===== config.mk =====
export PLATFORM = sky130hd
export DESIGN_NAME = ram_arbiter
export DESIGN_NICKNAME = d
export VERILOG_FILES = /design/src/rtl/ram_arbiter.sv
export SDC_FILE = /design/constraint.sdc
export NUM_CORES = 1
export LEC_CHECK = 0
export CAP_MARGIN = 20
export CORE_MARGIN = 2
export CORE_UTILIZATION = 38
export DETAILED_ROUTE_END_ITERATION = 8
export GPL_TIMING_DRIVEN = 0
export MAX_ROUTING_LAYER = met4
export PLACE_DENSITY_LB_ADDON = 0.05
export SLEW_MARGIN = 20
export SYNTH_ARGS = -nofsm -noshare
export SYNTH_HDL_FRONTEND = slang
export SYNTH_SLANG_ARGS = --single-unit

===== constraint.sdc =====
create_clock -name clk -period 2.2 [get_ports clk]
set_clock_uncertainty 0.05 [all_clocks]
set_input_delay 0.33 -clock clk [delete_from_list [all_inputs] [get_ports clk]]
set_output_delay 0.33 -clock clk [all_outputs]
set_load 0.01 [all_outputs]

===== src/rtl/ram_arbiter.sv =====
// rtl/ram_arbiter.sv - round-robin arbiter sharing one synchronous RAM between a fetch port (A) and a load/store port (B)
module ram_arbiter #(
    parameter int ADDR_W = 12,
    parameter int DATA_W = 16
) (
    input  logic              clk,
    input  logic              rst,
    input  logic              a_req,
    input  logic [ADDR_W-1:0] a_addr,
    output logic              a_gnt,
    output logic              a_rvalid,
    output logic [DATA_W-1:0] a_rdata,
    input  logic              b_req,
    input  logic              b_we,
    input  logic [ADDR_W-1:0] b_addr,
    input  logic [DATA_W-1:0] b_wdata,
    output logic              b_gnt,
    output logic              b_rvalid,
    output logic [DATA_W-1:0] b_rdata,
    output logic [ADDR_W-1:0] ram_address,
    output logic [DATA_W-1:0] ram_data,
    output logic              ram_wren,
    input  logic [DATA_W-1:0] ram_q,
    output logic [15:0]       conflict_cnt
);

    typedef enum logic {PORT_A = 1'b0, PORT_B = 1'b1} port_e;

    port_e last_grant;
    logic  wren_q;
    logic  s1_valid;
    port_e s1_owner;
    logic  s2_valid;
    port_e s2_owner;

    // On a conflict the port that did not win most recently gets the slot.
    always_comb begin
        a_gnt = !rst && a_req && (!b_req || (last_grant == PORT_B));
        b_gnt = !rst && b_req && (!a_req || (last_grant == PORT_A));
    end

    always_ff @(posedge clk) begin
        if (rst) begin
            last_grant   <= PORT_B;
            ram_address  <= '0;
            ram_data     <= '0;
            wren_q       <= 1'b0;
            s1_valid     <= 1'b0;
            s1_owner     <= PORT_A;
            s2_valid     <= 1'b0;
            s2_owner     <= PORT_A;
            conflict_cnt <= '0;
        end else begin
            if (a_gnt) begin
                last_grant  <= PORT_A;
                ram_address <= a_addr;
                wren_q      <= 1'b0;
                s1_valid    <= 1'b1;
                s1_owner    <= PORT_A;
            end else if (b_gnt) begin
                last_grant  <= PORT_B;
                ram_address <= b_addr;
                ram_data    <= b_wdata;
                wren_q      <= b_we;
                s1_valid    <= !b_we;
                s1_owner    <= PORT_B;
            end else begin
                wren_q   <= 1'b0;
                s1_valid <= 1'b0;
            end
            s2_valid <= s1_valid;
            s2_owner <= s1_owner;
            if (a_req && b_req && (conflict_cnt != 16'hFFFF)) begin
                conflict_cnt <= conflict_cnt + 16'd1;
            end
        end
    end

    // A write already queued for the RAM is dropped if reset lands in its cycle.
    assign ram_wren = wren_q && !rst;
    assign a_rvalid = s2_valid && (s2_owner == PORT_A);
    assign b_rvalid = s2_valid && (s2_owner == PORT_B);
    assign a_rdata  = ram_q;
    assign b_rdata  = ram_q;

endmodule


==> results of run 1 <==
-- power by group through the flow --
| stage | combinational [mW] | clock, mW | sequential (mW) |
|---|---|---|---|
| 3_3_place_gp | 0.436 | 0 | 0.989 |
| 5_1_grt | 0.467 | 0.701 | 0.980 |
| 3_5_place_dp | 0.438 | 0 | 0.990 |
| 6_report | 0.432 | 0.648 | 0.973 |
| 4_1_cts | 0.436 | 0.667 | 0.973 |
| 2_1_floorplan | 0.173 | 0 | 1.01 |
-- layer usage --
layer,vias to the layer above,global-route usage,wire length [um],part of all wire
met5,-,-,0,0
met4,0,0.0616,95,0.015
met3,8,0.0465,483,0.074
met2,95,0.302,3010,0.46
met1,1105,0.237,2930,0.45
li1,1250,-,-,-
-- kinds of logic (layout without fill, tap and decap cells) --
group	Yosys count	after routing	share of synthesized area
fa+ha+maj	1	1	0.00518
simple gates	123	123	0.250
mux	10	10	0.0419
flops	50	50	0.414
compound gates	58	58	0.155
buf+inv	52	181	0.134
-- worst max-delay path: cells and delay by family, from the launching register on --
| family | cells | cell delay [ns] |
|---|---|---|
| adders and majority gates | 1 | 0.23 |
| AOI/OAI and AO/OA | 1 | 0.31 |
| and+or+nand+nor | 2 | 0.62 |
| muxes | 1 | 0.37 |
| DFF | 1 | 0.41 |
-- cell type report --
| type | count | area, sq um | area share |
|---|---|---|---|
| Inverter | 3 | 11.3 | 0.00291 |
| Tap cell | 77 | 96.3 | 0.0249 |
| Clock buffer | 7 | 76.3 | 0.0197 |
| Sequential cell | 50 | 1010 | 0.260 |
| Buffer | 47 | 305 | 0.0788 |
| Multi-Input combinational cell | 192 | 1120 | 0.289 |
| Timing Repair Buffer | 123 | 1230 | 0.317 |
| Clock inverter | 1 | 30.0 | 0.00775 |
-- cells in the mapped netlist, types with 6 or more instances --
master / count / area share
dfxtp_1: 50 / 0.41
a311oi_1: 7 / 0.025
nor3b_1: 6 / 0.019
a2111oi_0: 6 / 0.022
a21oi_1: 29 / 0.060
nand2_1: 53 / 0.082
or4_1: 6 / 0.019
buf_4: 34 / 0.11
nor2_1: 23 / 0.036
nand4_1: 6 / 0.016
clkbuf_1: 15 / 0.023
mux2i_1: 9 / 0.037
-- state kept, by name, summed over array words and instances (netlist names) --
| signal | count |
|---|---|
| conflict_cnt | 16 |
| last_grant | 1 |
| ram_address | 12 |
| ram_data | 16 |
| s1_owner | 1 |
| s1_valid | 1 |
| s2_owner | 1 |
| s2_valid | 1 |
| wren_q | 1 |
-- through the flow --
stage                      util  std cells  hold WS (ns)
after global placement    0.600        494         0.389
after global routing      0.621        500         0.366
after floorplan               -        294         0.364
after detailed placement  0.600        494         0.397
after CTS                 0.617        500         0.321
final                     0.621        500         0.328
-- worst min path at each step --
stage               startpoint         end  slack [ns]
floorplan             s1_valid    s2_valid        0.36
global placement      s1_valid    s2_valid        0.39
detailed placement    s1_valid    s2_valid        0.40
CTS                      b_req  last_grant        0.32
global route             b_req  last_grant        0.37
finish                   b_req  last_grant        0.33
==> metrics.cfg, run 1 <==
[timing]
tightest_slew_ns = 0.482
setup-tns-final_ns = 0
hold_viol_final = 0
post-route-min-period_ns = 2.09
rsz0062_at_grt = false
setup_viol = 0
max_freq_mhz = 479
setup_ws_ns = 0.111
period_share = 0.950
report.final.slew_viol_count = 0
slew_headroom = 0.678

[floorplan]
io_pins = 142
fp-row-count = 29
fp.dieArea_sq_um = 7010
initial_core_util = 0.387
die_w_um = 83.7
die_h_um = 83.7
coreArea_sq_um = 6240

[detailed_routing]
wirelength_mm = 6.51
vias = 2458
drc_errors = 0
dr.pass1.iters = 4
ant_nets = 0
via_per_inst = 4.92
wl_per_cell_um = 13.0
first_iter_violations = 78

[clocking]
root_buffer = clkbuf_8
clkSlewWorstSetupHoldPaths_ns = 0.10
cts_resized = 7
cts_hold_buf = 0
cts_max_level = 2
worstSkewPairLatency_ns = 0.31
cts_made_buffers = 5
clkSinkCount = 50
cts_setup_buffers = 0
cts_tree = yes
clockBufferDepth = 2

[pwr]
power.density_nw_per_um2 = 530
sequentialPowerShare = 0.474
p_clk_frac = 0.316
combinationalPowerShare = 0.210
irDropWorstVdd_mv = 0.289
internal_power_mw = 1.55
finalPower_mw = 2.05
power_switching_uw = 501
switching_share = 0.244
leakagePower_nw = 1.41

[setup_path]
reg2reg_to = conflict_cnt[14]
crit_end = conflict_cnt[14]
slowest_stage = or3b_4
r2r-start = conflict_cnt[1]
r2r_slack_ns = 0.11
cp-startpoint = conflict_cnt[1]
cp_max_fo = 6
crit_type = flip-flop to flip-flop
arrival_ns = 2.24
path_cells = ha_1, nand3_2, or3b_4, a2111oi_4, mux2_2
cp-start-kind = flip-flop
required_ns = 2.35
critPathMaxStageDelay_ns = 0.45
crit_path_end_kind = flip-flop
reg2regPathDepth = 5

[grt]
globalRouteOverflowTotal = 0
antenna_found_initial = 0
grt_start_max_net_pins = 16
grt_pass1_vias = 2286
grt_pass1_wl_mm = 10.7
track_usage = 0.189

[place]
dp.final_hpwl_mm = 4.88
place_congestion = 0.882
postPlaceCellArea_sq_um = 3740
numPortBuffers = 123
dpl_worst_slack_ns = -0.374

[layout]
final_common_cell = clkdlybuf4s50_1
final_cell_mix = 121 x clkdlybuf4s50_1, 51 x nand2_1, 48 x dfxtp_1
n_fill_cell = 559
diodes = 0
area_growth_pct = 60.3
nets = 484
fin_area_sq_um = 3870
drive_gt1_frac = 0.121

[run]
maxCapViolations = 0

[run_status]
outcome = finished clean

[synthesis]
synth_edf_count = 0
ys_types = 35
ys.flop_type = dfxtp_1
synth_area_per_cell_sq_um = 8.22
synth_fp_nets = 356
synth_seq_cells = 50
synth_warnings = 0
syn_area_sq_um = 2420
synth.yosys.seq_area_share = 0.414
netlist_instances = 294
async_flop_share = 0

[hold_path]
whs_path_depth = 3
min_path_type = input pin to flip-flop

Power figures use the tool's default switching activity.
==> run 2, diff against run 1 <==
- REMOVE_ABC_BUFFERS: default -> 1
==> run 2 against run 1 <==
Effect of this change:
- sequential power is essentially flat
- hold slack gained 0.060 ns
- maximum frequency shrank 0.43%
- non-clock buffer count shrank 74
- die area is the same
- worst setup slack lost 0.0090 ns
- clock power shrank 5.6%
- sequential share of layout area grew 4.3 points
- via count shrank 9.9%
- power shrank 7.3%
- cell area shrank 14%
==> metrics.cfg, run 2 (same netlist as run 1, synthesis figures left out) <==
[place]
place_congestion = 0.741  ; -16%
postPlaceCellArea_sq_um = 3150  ; -16%
numPortBuffers = 93  ; -24%
dp.final_hpwl_mm = 4.59  ; -5.9%
dp_cells = 416  ; -16%

[hold_path]
min_path_type = flip-flop to flip-flop
hold_start = s1_valid

[setup_path]
cp-start-kind = flip-flop
crit_type = flip-flop to flip-flop
crit_path_end_kind = flip-flop
slowest_stage = or3b_4
path_cells = ha_1, nand3_2, or3b_4, a2111oi_2, mux2_2
critPathMaxStageDelay_ns = 0.45  ; about the same
cp_max_fo = 6  ; unchanged
critPathTopFamily = simple AND/OR/NAND/NOR gates
arrival_ns = 2.23  ; about the same
r2r-start = conflict_cnt[0]
cp-startpoint = conflict_cnt[0]
required_ns = 2.34  ; about the same
crit_buf_inv = 0  ; unchanged

[clocking]
worstSkewPairLatency_ns = 0.29  ; -0.02 ns
cts_hold_buf = 0  ; unchanged
root_buffer = clkbuf_8
clockBufferDepth = 2  ; unchanged
cts_tree = yes
clkSlewWorstSetupHoldPaths_ns = 0.09  ; about the same
cts_max_level = 2  ; unchanged
clkSinkCount = 50  ; unchanged
cts_made_buffers = 5  ; unchanged

[layout]
stdcell_count = 426  ; -15%
drive_gt1_frac = 0.0802  ; -0.0403
fin_area_sq_um = 3330  ; -14%
nets = 410  ; -15%
reg.largest.list = conflict_cnt (16), ram_data (16), ram_address (12)
diodes = 0  ; unchanged
area_growth_pct = 37.8
final_util = 0.533  ; -0.0874
final_cell_mix = 90 x clkdlybuf4s50_1, 49 x nand2_1, 47 x dfxtp_1
final_common_cell = clkdlybuf4s50_1
n_fill_cell = 600  ; +7.3%

[run]
maxCapViolations = 0  ; unchanged

[timing]
tightest_slew_ns = 0.864  ; +0.381 ns
max_freq_mhz = 477  ; -0.43%
period_share = 0.954  ; +0.00407
post-route-min-period_ns = 2.10  ; +0.00895 ns
setup_viol = 0  ; unchanged
hold_viol_final = 0  ; unchanged
setup-tns-final_ns = 0  ; unchanged
slew_headroom = 0.424  ; -0.254
report.final.slew_viol_count = 0  ; unchanged
rsz0062_at_grt = false

[grt]
track_usage = 0.190  ; +0.000507
grt_pass1_vias = 2152  ; -5.9%
globalRouteOverflowTotal = 0  ; unchanged
antenna_found_initial = 0  ; unchanged
grt_pass1_wl_mm = 10.4  ; -2.2%
grt_start_max_net_pins = 32  ; +16

[detailed_routing]
wirelength_mm = 6.47  ; -0.64%
ant_nets = 0  ; unchanged
drc_errors = 0  ; unchanged
wl_per_cell_um = 15.2  ; +17%
via_per_inst = 5.20  ; +5.8%
first_iter_violations = 78  ; unchanged
dr.pass1.iters = 4  ; unchanged
vias = 2215  ; -9.9%

[pwr]
leakagePower_nw = 1.17  ; -17%
finalPower_mw = 1.90  ; -7.3%
power.density_nw_per_um2 = 572  ; +7.9%
irDropWorstVdd_mv = 0.408  ; +41%

[floorplan]
fp-row-count = 29  ; unchanged
die_w_um = 83.7  ; unchanged
initial_core_util = 0.387  ; unchanged
die_h_um = 83.7  ; unchanged
io_pins = 142  ; unchanged
coreArea_sq_um = 6240  ; unchanged
fp.dieArea_sq_um = 7010  ; unchanged

[run_status]
outcome = finished clean

## run 2: cell count changes in the layout (fill, tap and decap cells not counted), sizes merged
cell	change
dlygate4sd2	-2
clkbuf	-12
dlymetal6s2s	+1
buf	-29
clkdlybuf4s50	-31
bufinv	-1
## run 2: power breakdown
group / switching, mW / leakage, nW / internal, mW
Clock: 0.294 / 0.0575 / 0.318
Combinational: 0.137 / 0.699 / 0.180
Sequential: 0.0249 / 0.411 / 0.949
Total: 0.456 / 1.17 / 1.45
## run 2: layout make-up
| class | instances | area, sq um | share of cell area |
|---|---|---|---|
| Clock buffer | 8 | 110 | 0.0331 |
| Inverter | 3 | 11.3 | 0.00338 |
| Multi-Input combinational cell | 192 | 1140 | 0.344 |
| Sequential cell | 50 | 1010 | 0.303 |
| Tap cell | 77 | 96.3 | 0.0289 |
| Timing Repair Buffer | 96 | 958 | 0.288 |
## run 2: path summary, 6_finish.rpt
kind                                    endpoint  slack (ns)  cells past startpoint
worst max-delay path            conflict_cnt[14]        0.10                      5
worst min-delay path                    s2_valid        0.39                      1
worst max register to register  conflict_cnt[14]        0.10                      5
worst min register to register          s2_valid        0.39                      1
## run 2: routing by layer
| layer | share of wire | track usage | vias to the layer above |
|---|---|---|---|
| li1 | - | - | 1106 |
| met1 | 0.47 | 0.240 | 1004 |
| met2 | 0.41 | 0.263 | 99 |
| met3 | 0.11 | 0.109 | 6 |
| met4 | 0.0093 | 0.0440 | 0 |
| met5 | 0 | - | - |
## run 2: through the flow
step | hold WS [ns] | setup WS, ns
floorplan | 0.349 | 0.173
global placement | 0.372 | -1.13
detailed placement | 0.372 | -1.03
CTS | 0.393 | -0.151
global route | 0.425 | 0.0225
finish | 0.388 | 0.102
## run 2: repair_timing
action	in CTS	in global routing
setup buffers	0	2
endpoints found under the setup margin	31	5
gates resized for setup	11	10
pin swaps	0	1
==> run 3, diff against run 2 <==
- MAX_ROUTING_LAYER: met4 -> default
==> run 3 against run 2 <==
Effect of this change:
- die area did not move
- critical path depth unchanged
- wire length down 0.87%
- maximum frequency hardly changed
- largest cell class unchanged
- cell count unchanged
- worst setup slack worse by 0.0010 ns
- via count is essentially flat
- first-iteration DRC count rose by 2.6%
- clock-buffer cell count stayed put
- sequential power about the same
- combinational power barely moved
- sequential share of layout area unchanged
==> metrics.cfg, run 3 (same netlist as run 1, synthesis figures left out) <==
[layout]
final_common_cell = clkdlybuf4s50_1
reg.largest.list = conflict_cnt (16), ram_data (16), ram_address (12)
final_cell_mix = 90 x clkdlybuf4s50_1, 49 x nand2_1, 47 x dfxtp_1
fin_area_sq_um = 3330  ; unchanged
drive_gt1_frac = 0.0802  ; unchanged
nets = 410  ; unchanged
final_util = 0.533  ; unchanged
n_fill_cell = 600  ; unchanged
area_growth_pct = 37.8  ; unchanged
diodes = 0  ; unchanged

[hold_path]
min_path_type = flip-flop to flip-flop

[setup_path]
critPathTopFamily = simple AND/OR/NAND/NOR gates
cp_max_fo = 6  ; unchanged
critPathMaxStageDelay_ns = 0.45  ; about the same
path_cells = ha_1, nand3_2, or3b_4, a2111oi_2, mux2_2
slowest_stage = or3b_4
crit_type = flip-flop to flip-flop
required_ns = 2.34  ; about the same
crit_path_end_kind = flip-flop
arrival_ns = 2.23  ; about the same
crit_buf_inv = 0  ; unchanged
cp-start-kind = flip-flop

[timing]
period_share = 0.954  ; about the same
rsz0062_at_grt = false
tightest_slew_ns = 0.846  ; -0.0181 ns
hold_viol_final = 0  ; unchanged
report.final.slew_viol_count = 0  ; unchanged
max_freq_mhz = 476  ; about the same
setup_viol = 0  ; unchanged
setup_ws_ns = 0.101  ; -0.00105 ns
post-route-min-period_ns = 2.10  ; +0.00105 ns
hold_ws_ns = 0.388  ; -0.000119 ns
slew_headroom = 0.436  ; +0.0121

[grt]
grt_start_max_net_pins = 32  ; unchanged
grt_pass1_wl_mm = 10.5  ; +0.40%
grt_pass1_vias = 2152  ; unchanged
antenna_found_initial = 0  ; unchanged
globalRouteOverflowTotal = 0  ; unchanged
track_usage = 0.185  ; -0.00499

[place]
numPortBuffers = 93  ; unchanged
postPlaceCellArea_sq_um = 3150  ; unchanged
dpl_worst_slack_ns = -1.03  ; unchanged
place_congestion = 0.732  ; -1.2%
dp.final_hpwl_mm = 4.59  ; unchanged

[detailed_routing]
dr.pass1.iters = 4  ; unchanged
ant_nets = 0  ; unchanged
vias = 2214  ; -0.045%
first_iter_violations = 80  ; +2.6%
wirelength_mm = 6.42  ; -0.87%
drc_errors = 0  ; unchanged
via_per_inst = 5.20  ; about the same
wl_per_cell_um = 15.1  ; -0.87%

[floorplan]
die_w_um = 83.7  ; unchanged
die_h_um = 83.7  ; unchanged
io_pins = 142  ; unchanged
fp-row-count = 29  ; unchanged
initial_core_util = 0.387  ; unchanged
coreArea_sq_um = 6240  ; unchanged
fp.dieArea_sq_um = 7010  ; unchanged

[run_status]
outcome = finished clean

[clocking]
cts_made_buffers = 5  ; unchanged
root_buffer = clkbuf_8
cts_tree = yes
clkSinkCount = 50  ; unchanged
clockBufferDepth = 2  ; unchanged
cts_hold_buf = 0  ; unchanged
clkSlewWorstSetupHoldPaths_ns = 0.09  ; about the same
cts_max_level = 2  ; unchanged
worstSkewPairLatency_ns = 0.29  ; about the same

[pwr]
irDropWorstVdd_mv = 0.405  ; -0.77%
finalPower_mw = 1.90  ; -0.20%
leakagePower_nw = 1.17  ; unchanged
power.density_nw_per_um2 = 571  ; -0.20%

[run]
maxCapViolations = 0  ; unchanged

==> run 3: report_power, final <==
group / internal, mW / leakage [nW] / switching, mW
logic: 0.180 / 0.699 / 0.137
registers: 0.949 / 0.411 / 0.0249
clock network: 0.318 / 0.0575 / 0.291
==> run 3: area by class of cell <==
| cell class | instances | area (sq um) | area share |
|---|---|---|---|
| multi-input cells | 192 | 1140 | 0.344 |
| well taps | 77 | 96.3 | 0.0289 |
| flip-flops and latches | 50 | 1010 | 0.303 |
| repair buffers | 96 | 958 | 0.288 |
| inverters | 3 | 11.3 | 0.00338 |
| clock buffers | 8 | 110 | 0.0331 |
==> run 3: stage by stage <==
step,cells,TNS (ns)
after CTS,424,-0.169
final,426,0
after global placement,415,-28.46
after detailed placement,416,-16.97
after global routing,426,0
after floorplan,245,0
==> run 3: final timing paths <==
kind / start / end / slack [ns] / depth (start not counted)
setup / recovery: conflict_cnt[0] / conflict_cnt[14] / 0.10 / 5
hold reg to reg: s1_valid / s2_valid / 0.39 / 1
setup reg to reg: conflict_cnt[0] / conflict_cnt[14] / 0.10 / 5
hold / removal: s1_valid / s2_valid / 0.39 / 1
==> run 3: metal layers <==
layer | wire (um) | track usage
met2 | 2650 | 0.263
met5 | 35 | 0.0530
met4 | 64 | 0.0440
met1 | 2830 | 0.225
met3 | 832 | 0.127
==> run 3: repair_timing <==
action,4_1_cts,5_1_grt
endpoints found under the setup margin,31,5
gates resized for setup,11,10
pin swaps,0,1
buffers inserted,0,2
cloned,0,0
hold endpoints to repair,0,0
==> run 3: worst reg2reg max path: cells and delay by family (launching register included) <==
kind | cells | cell delay, ns
AND/OR/NAND/NOR | 2 | 0.63
flip-flops | 1 | 0.38
multiplexers | 1 | 0.37
AO/OA/AOI/OAI | 1 | 0.34
adder cells (fa/ha/maj) | 1 | 0.21
